File: config.mk
export PLATFORM = sky130hd
export DESIGN_NAME = aes_stream
export DESIGN_NICKNAME = d
export VERILOG_FILES = /design/src/rtl/aes_stream.sv
export SDC_FILE = /design/constraint.sdc
export NUM_CORES = 1
export LEC_CHECK = 0
export CAP_MARGIN = 0
export CORE_MARGIN = 3
export CORE_UTILIZATION = 40
export CTS_BUF_LIST = sky130_fd_sc_hd__clkbuf_16
export DETAILED_ROUTE_END_ITERATION = 6
export DONT_BUFFER_PORTS = 1
export SLEW_MARGIN = 20
export SYNTH_ARGS = -nofsm -noshare
export SYNTH_HDL_FRONTEND = slang
export SYNTH_SLANG_ARGS = --single-unit
File: constraint.sdc
create_clock -name clk -period 3.75 [get_ports clk]
set_input_delay 0.75 -clock clk [delete_from_list [all_inputs] [get_ports clk]]
set_output_delay 0.75 -clock clk [all_outputs]
set_load 0.05 [all_outputs]
File: src/rtl/aes_stream.sv
// Stream wrapper around a block cipher: collects NW input words into one block, starts the cipher,
// then returns the NW result words with valid/ready handshaking. NW must be a power of two (>= 2).
module aes_stream #(
  parameter int NW      = 4,
  parameter int TIMEOUT = 255
) (
  input  logic                   clk,
  input  logic                   rst,
  input  logic                   in_valid,
  output logic                   in_ready,
  input  logic [31:0]            in_data,
  output logic [4*NW-1:0][7:0]   Data_out,
  output logic                   Enable_out,
  input  logic [4*NW-1:0][7:0]   Data_in,
  input  logic                   Ready_in,
  output logic                   out_valid,
  input  logic                   out_ready,
  output logic [31:0]            out_data,
  output logic                   busy,
  output logic                   err
);

  localparam int CW = $clog2(NW);
  localparam int TW = $clog2(TIMEOUT + 1);

  typedef enum logic [1:0] {LOAD, START, WAIT, DRAIN} state_t;

  state_t          state_q, state_d;
  logic [CW-1:0]   wcnt_q, wcnt_d;
  logic [CW-1:0]   rcnt_q, rcnt_d;
  logic [TW-1:0]   tcnt_q, tcnt_d;
  logic            err_q, err_d;
  logic [31:0]     inBuf_q  [NW];
  logic [31:0]     inBuf_d  [NW];
  logic [31:0]     resBuf_q [NW];
  logic [31:0]     resBuf_d [NW];
  logic [31:0]     capWord  [NW];

  // Word w occupies bytes 4w..4w+3 of the cipher block, most significant byte first.
  for (genvar w = 0; w < NW; w++) begin : g_word
    for (genvar b = 0; b < 4; b++) begin : g_byte
      assign Data_out[4*w+b] = inBuf_q[w][31-8*b -: 8];
    end
    assign capWord[w] = {Data_in[4*w], Data_in[4*w+1], Data_in[4*w+2], Data_in[4*w+3]};
  end

  always_ff @(posedge clk) begin
    if (rst) begin
      state_q <= LOAD;
      wcnt_q  <= '0;
      rcnt_q  <= '0;
      tcnt_q  <= '0;
      err_q   <= 1'b0;
      for (int w = 0; w < NW; w++) begin
        inBuf_q[w]  <= '0;
        resBuf_q[w] <= '0;
      end
    end else begin
      state_q  <= state_d;
      wcnt_q   <= wcnt_d;
      rcnt_q   <= rcnt_d;
      tcnt_q   <= tcnt_d;
      err_q    <= err_d;
      inBuf_q  <= inBuf_d;
      resBuf_q <= resBuf_d;
    end
  end

  always_comb begin
    state_d    = state_q;
    wcnt_d     = wcnt_q;
    rcnt_d     = rcnt_q;
    tcnt_d     = tcnt_q;
    err_d      = err_q;
    inBuf_d    = inBuf_q;
    resBuf_d   = resBuf_q;
    in_ready   = 1'b0;
    Enable_out = 1'b0;
    out_valid  = 1'b0;
    unique case (state_q)
      LOAD: begin
        in_ready = 1'b1;
        if (in_valid) begin
          inBuf_d[wcnt_q] = in_data;
          if (wcnt_q == CW'(NW - 1)) begin
            wcnt_d  = '0;
            state_d = START;
          end else begin
            wcnt_d = wcnt_q + CW'(1);
          end
        end
      end
      START: begin
        Enable_out = 1'b1;
        tcnt_d     = '0;
        state_d    = WAIT;
      end
      WAIT: begin
        // A response in the same cycle as the final timeout tick still wins.
        if (Ready_in) begin
          resBuf_d = capWord;
          state_d  = DRAIN;
        end else begin
          tcnt_d = tcnt_q + TW'(1);
          if (tcnt_d == TW'(TIMEOUT)) begin
            err_d   = 1'b1;
            wcnt_d  = '0;
            state_d = LOAD;
          end
        end
      end
      DRAIN: begin
        out_valid = 1'b1;
        if (out_ready) begin
          if (rcnt_q == CW'(NW - 1)) begin
            rcnt_d  = '0;
            state_d = LOAD;
          end else begin
            rcnt_d = rcnt_q + CW'(1);
          end
        end
      end
      default: state_d = LOAD;
    endcase
  end

  assign out_data = resBuf_q[rcnt_q];
  assign busy     = (state_q != LOAD);
  assign err      = err_q;

endmodule

==> results.md <==
* Share of post-route cells with drive strength above 1 at 7.74%
* Largest net degree at the start of global routing at between 200 and 300
* Worst flop-to-flop path endpoint: resBuf_q[60]$_SDFFE_PP0P_
* WP data required at 3000 ps
* Final worst-path cycle share at 78.2%
* # fillers at between 2,000 and 3,000
* Mapped Cells at about 1,300
* Flop-to-flop setup slack at 1550 ps
* Commonest cells after routing, fill and taps aside: nand2_1 (522), dfxtp_1 (269), a21oi_1 (262)
* DRT Pass-1 Iters at 4
* Top FF cell, synth: dfxtp_1
* Routed wire length at a little under 30 mm
* Setup TNS Final at 0 ps
* Overflow after GRT at 0
* Core area at 25,500 um^2
* DR vias/cell at 5.36
* Relative max-transition margin at between 30% and 40%
* Worst setup margin at 817 ps
* Worst Hold Class: input pin to register
* Vias in the first global route at 7,988
* NumNets Final at around 1,400
* Max cap viols at 0
* Dpl ws at 1330 ps
* Sequential Area at 5430 um^2
* Die Height at 168 um
* Via count at 8,485
* Final hold viol count at 0
* Initial core utilization at 41.1%
* Gr usage total at 19.3%
* Post-synthesis sequential area ratio at around 52%
* RSZ-0062 raised after global routing: no
* WS Path Type: register to primary output
* Startpoint Class: register
* CTS root buf: clkbuf_16
* Pwr dens at 519 nW/um^2
* Synth area leaders: dfxtp_1 (52%), nand2_1 (19%), a21oi_1 (13%)
* First DRT Iteration DRCs at 606
* CP Capture Type: primary output
* Slew Viols, Final at 0
* Hold-fix buffers, CTS at 0
* Initial antenna violation count at 0
* Worst endpoint data arrival time at 2180 ps
* Outcome: completed
* Number of synthesized flops with an enable pin at 0
* Setup bufs post-CTS at 0
* Global-route wire length before repair at 44.9 mm
* Antenna viol nets, final at 0
* Yosys warning count at 0
* Area Overhead vs Synth at 10.5%
* IO buf count at 0
* Peak supply drop at roughly 400 uV
* Final Setup Violations at 0
* CTS buffer count at 29
* Worst-path clk slew at 60 ps
* Slew @ Worst Pin at 983 ps
* Unique cell type count in the Yosys netlist at 42
* Mean Syn Cell Area at 8.13 um^2
* Clock latency on the worst-skew pair at approximately 530 ps
* WHS Endpoint: resBuf_q[127]$_SDFFE_PP0P_
* Syn nets at 1,459
* Register bit count reported by yosys at 271
* Die X-Extent at 168 um
* FFs w/ async S/R, synth at 0%
* Reg-to-Reg Start: state_q[1]$_SDFFE_PP0P_
* CTS tree: built
* Clock sink total at 271
* Power, Total at between 0.006 and 0.007 W
* Cell taking the most area after synthesis: dfxtp_1
* Top Ports at 330
* CTS resizes at 0
* Critical Path Fanout Max at 35
* Dpl hpwl at approximately 20 mm
* H-tree level count at 1
* WHS Path Cells at 1
* Slowest cell on crit path: mux4_2
* Hold_sp: rst
* Multi-input logic area at 4620 um^2
* WL per Instance at about 18 um
* Most common cell after layout, fill and taps aside: nand2_1
* Cells along the critical path: buf_4 > mux4_2
* RePlAce Congestion at approximately 0.87
* Netlist Area Pre-Place at 10,500 um^2
* CTS max path bufs at 3
* Cells on worst reg2reg path at 5
* Yosys top cell area share at 51.8%
* Minimum clock period at approximately 3000 ps
* ANT cells at 0
* Fmax at 0.341 GHz
* Row cnt at 58
* Worst-case clock skew at 10.3 ps
* Leakage Power at 3.77 nW
* Die area at 28,100 um^2
* DR DRC count at 0
* Slowest stage delay, CP at 760 ps
## metrics by stage
step / cell area, um^2 / cells / utilization (%) / hold slack, ps
floorplan: 10500 / 1287 / - / 433
global placement: 10700 / 1531 / 41.8 / 435
detailed placement: 10700 / 1531 / 41.8 / 438
CTS: 11600 / 1584 / 45.4 / 270
global route: 11600 / 1584 / 45.4 / 279
finish: 11600 / 1584 / 45.4 / 299
## worst max-delay path by stage
stage | start | endpoint | slack [ps] | cells past startpoint
5_1_grt | rcnt_q[0]$_SDFFE_PP0P_ | out_data[19] | 670 | 2
3_5_place_dp | rcnt_q[0]$_SDFFE_PP0P_ | out_data[14] | 1330 | 2
2_1_floorplan | rcnt_q[0]$_SDFFE_PP0P_ | out_data[11] | 1350 | 3
6_report | rcnt_q[0]$_SDFFE_PP0P_ | out_data[19] | 820 | 2
4_1_cts | rcnt_q[0]$_SDFFE_PP0P_ | out_data[24] | 740 | 2
3_3_place_gp | rcnt_q[0]$_SDFFE_PP0P_ | out_data[0] | 1340 | 2
## worst max-delay path, delay by kind of cell, from the launching register on
family                 cells  cell delay (ps)
buffers and inverters      1              540
flip-flops                 1              310
multiplexers               1              760
## synth_stat cells (2+ instances only)
library cell and number:
nor3_1 5, a31oi_1 2, nand4_1 2, nand3_1 3, a21oi_1 262, inv_1 9, clkbuf_1 93, buf_2 9
dfxtp_1 271, a211oi_1 2, a311oi_1 2, o21ai_0 2, nor2_1 24, nor2b_1 3, and3_1 5, ha_1 7
mux2i_1 8, nand2_1 522, xor2_1 2, mux4_2 32
## kinds of logic (layout without fill, tap and decap cells)
group,Yosys count,after routing,synth area share (%)
multiplexers,40,40,7.65
flip-flops,271,271,51.8
AND/OR/NAND/NOR,576,576,21.5
XOR/XNOR,3,3,0.251
AO/OA/AOI/OAI,278,278,13.8
adder cells (fa/ha/maj),7,7,0.837
buffers and inverters,112,79,4.12
## metal layers
layer	track usage, %	up-vias	part of all wire (%)
li1	-	4121	-
met1	23.2	3971	39
met2	32.3	338	47
met3	7.72	55	11
met4	5.09	0	2.7
met5	0	-	0
## state kept, by name, indices dropped and copies added (netlist names)
signal    count
Data_out    128
resBuf_q    128
tcnt_q        8
rcnt_q        2
state_q       2
wcnt_q        2
err           1
## final cells by class
class	instances	area share, %
clock buffers	29	6.27
clock inverters	24	1.64
inverters	9	0.292
multi-input cells	904	39.9
flip-flops and latches	271	46.9
well taps	330	3.57
repair buffers	17	1.43
## power breakdown
group,switching (W),internal (W)
combinational,0.0000861,0.0000462
sequential,0.000192,0.00293
clock,0.00115,0.00161
total,0.00143,0.00458
(Power assumes the default switching activity.)
==> RTL edit 1: new RTL, config.mk and constraints unchanged <==
Put one more register stage on the output `err`, without a reset. The value now appears one clock later. The other outputs are not delayed to match.
--- a/src/rtl/aes_stream.sv
+++ b/src/rtl/aes_stream.sv
@@ -126,7 +126,9 @@
 
   assign out_data = resBuf_q[rcnt_q];
   assign busy     = (state_q != LOAD);
-  assign err      = err_q;
+  always_ff @(posedge clk) begin
+    err <= err_q;
+  end
 
 endmodule
 
Formal check against the unedited RTL: no difference found for any inputs over 4 cycles, from zero or initial values and one cycle with rst high; that may be too few to reach the edited logic, so the function may still have changed.
==> RTL edit 1 against the unedited design <==
First-iteration DRC count is 2.5% lower. Final area barely moved. Critical path depth unchanged. Area after synthesis is 0.19% higher. Wire length is 2.8% lower. Non-clock buffer count is 3 lower. Final cell count shrank 0.13%. Worst setup slack better by 0.11 ns. Power about the same. Clock skew rose by 0.0071 ns. Sequential cell count increased by 1. Critical endpoint is now out_data[29]. Largest cell class unchanged. Largest power group unchanged.
==> RTL edit 1: results (changes against the unedited design) <==
Tightest Pin Transition 0.777 ns (-0.206 ns); power share of the sequential group 0.521 (+0.002); GRT Total Usage 0.186 (-0.00651); worst-skew pair later-pin latency 0.55 ns (+0.02 ns); hold_ws 0.288 ns (-0.0105 ns); Worst path max stage delay 0.63 ns (-0.13 ns); worst clock skew 0.0175 ns (+0.00712 ns); post-synthesis sequential area ratio 0.519 (+0.000920); status completed; Detailed Place HPWL 18.9 mm (-2.9%); Slowest cell on crit path dfxtp_2; Synth area leaders dfxtp_1 52%, nand2_1 19%, a21oi_1 13%; vias in the first global route 7686 (-3.8%); Fillers 2577 (+1.4%); Worst VDD drop 0.559 mV (+39%); Crit path arrival time 2.08 ns (-0.10 ns); met3 Track Usage GR 0.0805 (+0.00329); crit-path max FO 18 (-49%); syn nets 1460 (+0.069%); Reg2Reg Setup Slack 1.44 ns (-0.11 ns); reg-to-reg startpoint state_q[0]; Net Switching 1.42 mW (-0.60%); Vias/cell 5.28 (-1.4%); CP top delay family flip-flops; Leak 3.77 nW (about the same); Worst Hold Endpoint tcnt_q[6]; routed len/inst 18.0 um (-2.7%); DRT iter0 DRCs 591 (-2.5%); layout cells sized above 1 0.0735 (-0.00387); synth cell count leaders 522 x nand2_1, 272 x dfxtp_1, 262 x a21oi_1, 93 x clkbuf_1, 32 x mux4_2
-- RTL edit 1: cell count changes after synthesis, sizes merged --
cell   unedited run  this run
dfxtp           271       272
-- RTL edit 1: area by class of cell --
| class | instances | area [sq um] | area share |
|---|---|---|---|
| sequential | 272 | 5450 | 0.471 |
| clock buffer | 29 | 726 | 0.0628 |
| timing repair buffer | 14 | 143 | 0.0123 |
| inverter | 9 | 33.8 | 0.00292 |
| clock inverter | 24 | 185 | 0.0160 |
| multi-input combinational | 904 | 4620 | 0.399 |
| tap | 330 | 413 | 0.0357 |
-- RTL edit 1: worst max-delay path by stage --
stage / start / end / slack, ns / depth (start not counted)
floorplan: rcnt_q[0] / out_data[11] / 1.35 / 3
global placement: state_q[0] / Data_out[61] / 1.47 / 5
detailed placement: state_q[0] / Data_out[51] / 1.43 / 5
CTS: rcnt_q[1] / out_data[0] / 0.91 / 2
global route: rcnt_q[1] / out_data[17] / 0.87 / 2
finish: rcnt_q[1] / out_data[29] / 0.92 / 2
-- RTL edit 1: cell families (layout without fill, tap and decap cells) --
group                      after synthesis  in the layout  synth area share
DFF                                    272            272             0.519
buffers and inverters                  112             76            0.0412
AOI/OAI and AO/OA                      278            278             0.138
xor gates and xnor gates                 3              3           0.00251
and+or+nand+nor                        576            576             0.215
adders and majority gates                7              7           0.00835
muxes                                   40             40            0.0763
-- RTL edit 1: through the flow --
stage                     instance area [sq um]  setup slack [ns]
after floorplan                           10500              1.35
after global placement                    10700              1.47
after detailed placement                  10700              1.43
after CTS                                 11600             0.905
after global routing                      11600             0.868
final                                     11600             0.923
-- RTL edit 1: routing by layer --
layer	vias up	wire length, um
met2	316	13000
met3	42	3150
met1	3879	11400
li1	4121	-
met5	-	0
met4	0	766
==> RTL edit 2: new RTL, same flow settings <==
Without the edit above. `TIMEOUT`: 255 -> 510.
--- a/src/rtl/aes_stream.sv
+++ b/src/rtl/aes_stream.sv
@@ -2,7 +2,7 @@
 // then returns the NW result words with valid/ready handshaking. NW must be a power of two (>= 2).
 module aes_stream #(
   parameter int NW      = 4,
-  parameter int TIMEOUT = 255
+  parameter int TIMEOUT = 510
 ) (
   input  logic                   clk,
   input  logic                   rst,
Formal check against the unedited RTL: same outputs for any inputs over 4 cycles, from zero or initial values and one cycle with rst high; that may be too few to reach the edited logic, so the function may still have changed.
==> RTL edit 2 against the unedited design <==
Wire length up 1.8%. First-iteration DRC count up 9.4%. Sequential cell count up 1. Critical path type unchanged. Final area down 0.61%. Power up 0.96%. Synthesized cell count down 0.47%. Worst setup slack worse by 0.026 ns. Area after synthesis down 0.19%.
==> RTL edit 2: results (changes against the unedited design) <==
status completed; Detailed Place HPWL 19.9 mm (+2.2%); GRT Total Usage 0.199 (+0.00570); Worst path max stage delay 0.76 ns (about the same); Post-synth ARST share 0 (unchanged); yosys warns 0 (unchanged); routed wire length 29.7 mm (+1.8%); worst-skew pair later-pin latency 0.53 ns (about the same); placed instance area 0.0106 sq mm (-0.43%); headroom to the max-slew limit 0.401 (+0.0560); setup bufs post-CTS 0 (unchanged); GPL Wtd Cong 0.862 (-0.51%); Cell variety after synth 39 (-7.1%); Synth area leaders dfxtp_1 52%, nand2_1 19%, a21oi_1 13%; Root Buffer clkbuf_16; IO buf count 0 (unchanged); syn nets 1453 (-0.41%); Leak 3.71 nW (-1.6%); first-pass GRT wire length 45.9 mm (+2.2%); layout cells sized above 1 0.0764 (-0.000924); initial antenna violation count 2 (+2); nets 1398 (-0.43%); min-delay worst type in2reg; Primary FF master, synth dfxtp_1; worst clock skew 0.00852 ns (-0.00183 ns); # resized after CTS 0 (unchanged); Worst VDD drop 0.455 mV (+13%); cts bufs inserted 29 (unchanged); crit-path max FO 31 (-11%); Slowest cell on crit path mux4_2; Crit path arrival time 2.21 ns (+0.03 ns); post-synthesis sequential area ratio 0.521 (+0.00291); largest net degree at the start of global routing 273 (+0.37%); CTS clock-pin slew for the worst setup and hold paths 0.06 ns (about the same); TritonRoute pass-1 iters 5 (+1); vias in the first global route 8044 (+0.70%); Vias 8530 (+0.53%); n_diodes 0 (unchanged); Max clock buf depth 3 (unchanged); Fin. Hold Viols 0 (unchanged); DRT iter0 DRCs 663 (+9.4%); H-tree depth 1 (unchanged); synth cell count leaders 525 x nand2_1, 272 x dfxtp_1, 269 x a21oi_1, 82 x clkbuf_1, 32 x mux4_2; Fillers 2546 (+0.16%)
==> RTL edit 2: changes by cell type in the layout (fill, tap and decap cells not counted), sizes merged, moves of 4 or more <==
cell,change
a21oi,+7
nor2,-5
inv,-5
o21ai,+5
clkinv,-4
mux2i,-7
buf,-5
==> RTL edit 2: cell type report <==
type	instances	area [sq um]	area share
clock inverter	19	166	0.0145
tap	330	413	0.0359
sequential	272	5450	0.474
multi-input combinational	905	4600	0.400
inverter	6	22.5	0.00196
timing repair buffer	12	128	0.0111
clock buffer	29	726	0.0631
==> RTL edit 2: per-stage QoR <==
step / std cells / setup slack [ns] / util
2_1_floorplan: 1281 / 1.35 / -
3_5_place_dp: 1525 / 1.30 / 0.418
4_1_cts: 1573 / 0.714 / 0.453
6_report: 1573 / 0.791 / 0.453
3_3_place_gp: 1525 / 1.34 / 0.418
5_1_grt: 1573 / 0.635 / 0.453
==> RTL edit 2: path summary, 6_finish.rpt <==
kind / from / end / slack (ns) / cells after the start
min: rst / resBuf_q[40] / 0.30 / 1
max reg2reg: tcnt_q[0] / state_q[1] / 1.59 / 6
min reg2reg: resBuf_q[41] / resBuf_q[41] / 0.45 / 2
max: rcnt_q[0] / out_data[31] / 0.79 / 2
==> RTL edit 2: cell families after synthesis <==
| logic type | Yosys count | share of synthesized area |
|---|---|---|
| AO/OA/AOI/OAI | 287 | 0.142 |
| XOR/XNOR | 2 | 0.00168 |
| adder cells (fa/ha/maj) | 7 | 0.00838 |
| buffers and inverters | 104 | 0.0393 |
| flip-flops | 272 | 0.521 |
| multiplexers | 33 | 0.0699 |
| AND/OR/NAND/NOR | 576 | 0.217 |
==> RTL edit 2: per-layer routing <==
metal / up-vias / track usage / wire length, um
met2: 372 / 0.319 / 13700
li1: 4115 / - / -
met1: 3971 / 0.240 / 11400
met4: 4 / 0.0704 / 1110
met5: - / 0 / 40
met3: 68 / 0.0840 / 3470
==> RTL edit 2: power by group <==
group | total, mW | switching [mW] | internal [mW]
Combinational | 0.170 | 0.114 | 0.0564
Sequential | 3.17 | 0.224 | 2.95
Clock | 2.72 | 1.13 | 1.59
==> RTL edit 2: critical path, delay by kind of cell (launching register included) <==
kind                   cells  cell delay, ns
multiplexers               1            0.76
buffers and inverters      1            0.51
flip-flops                 1            0.37
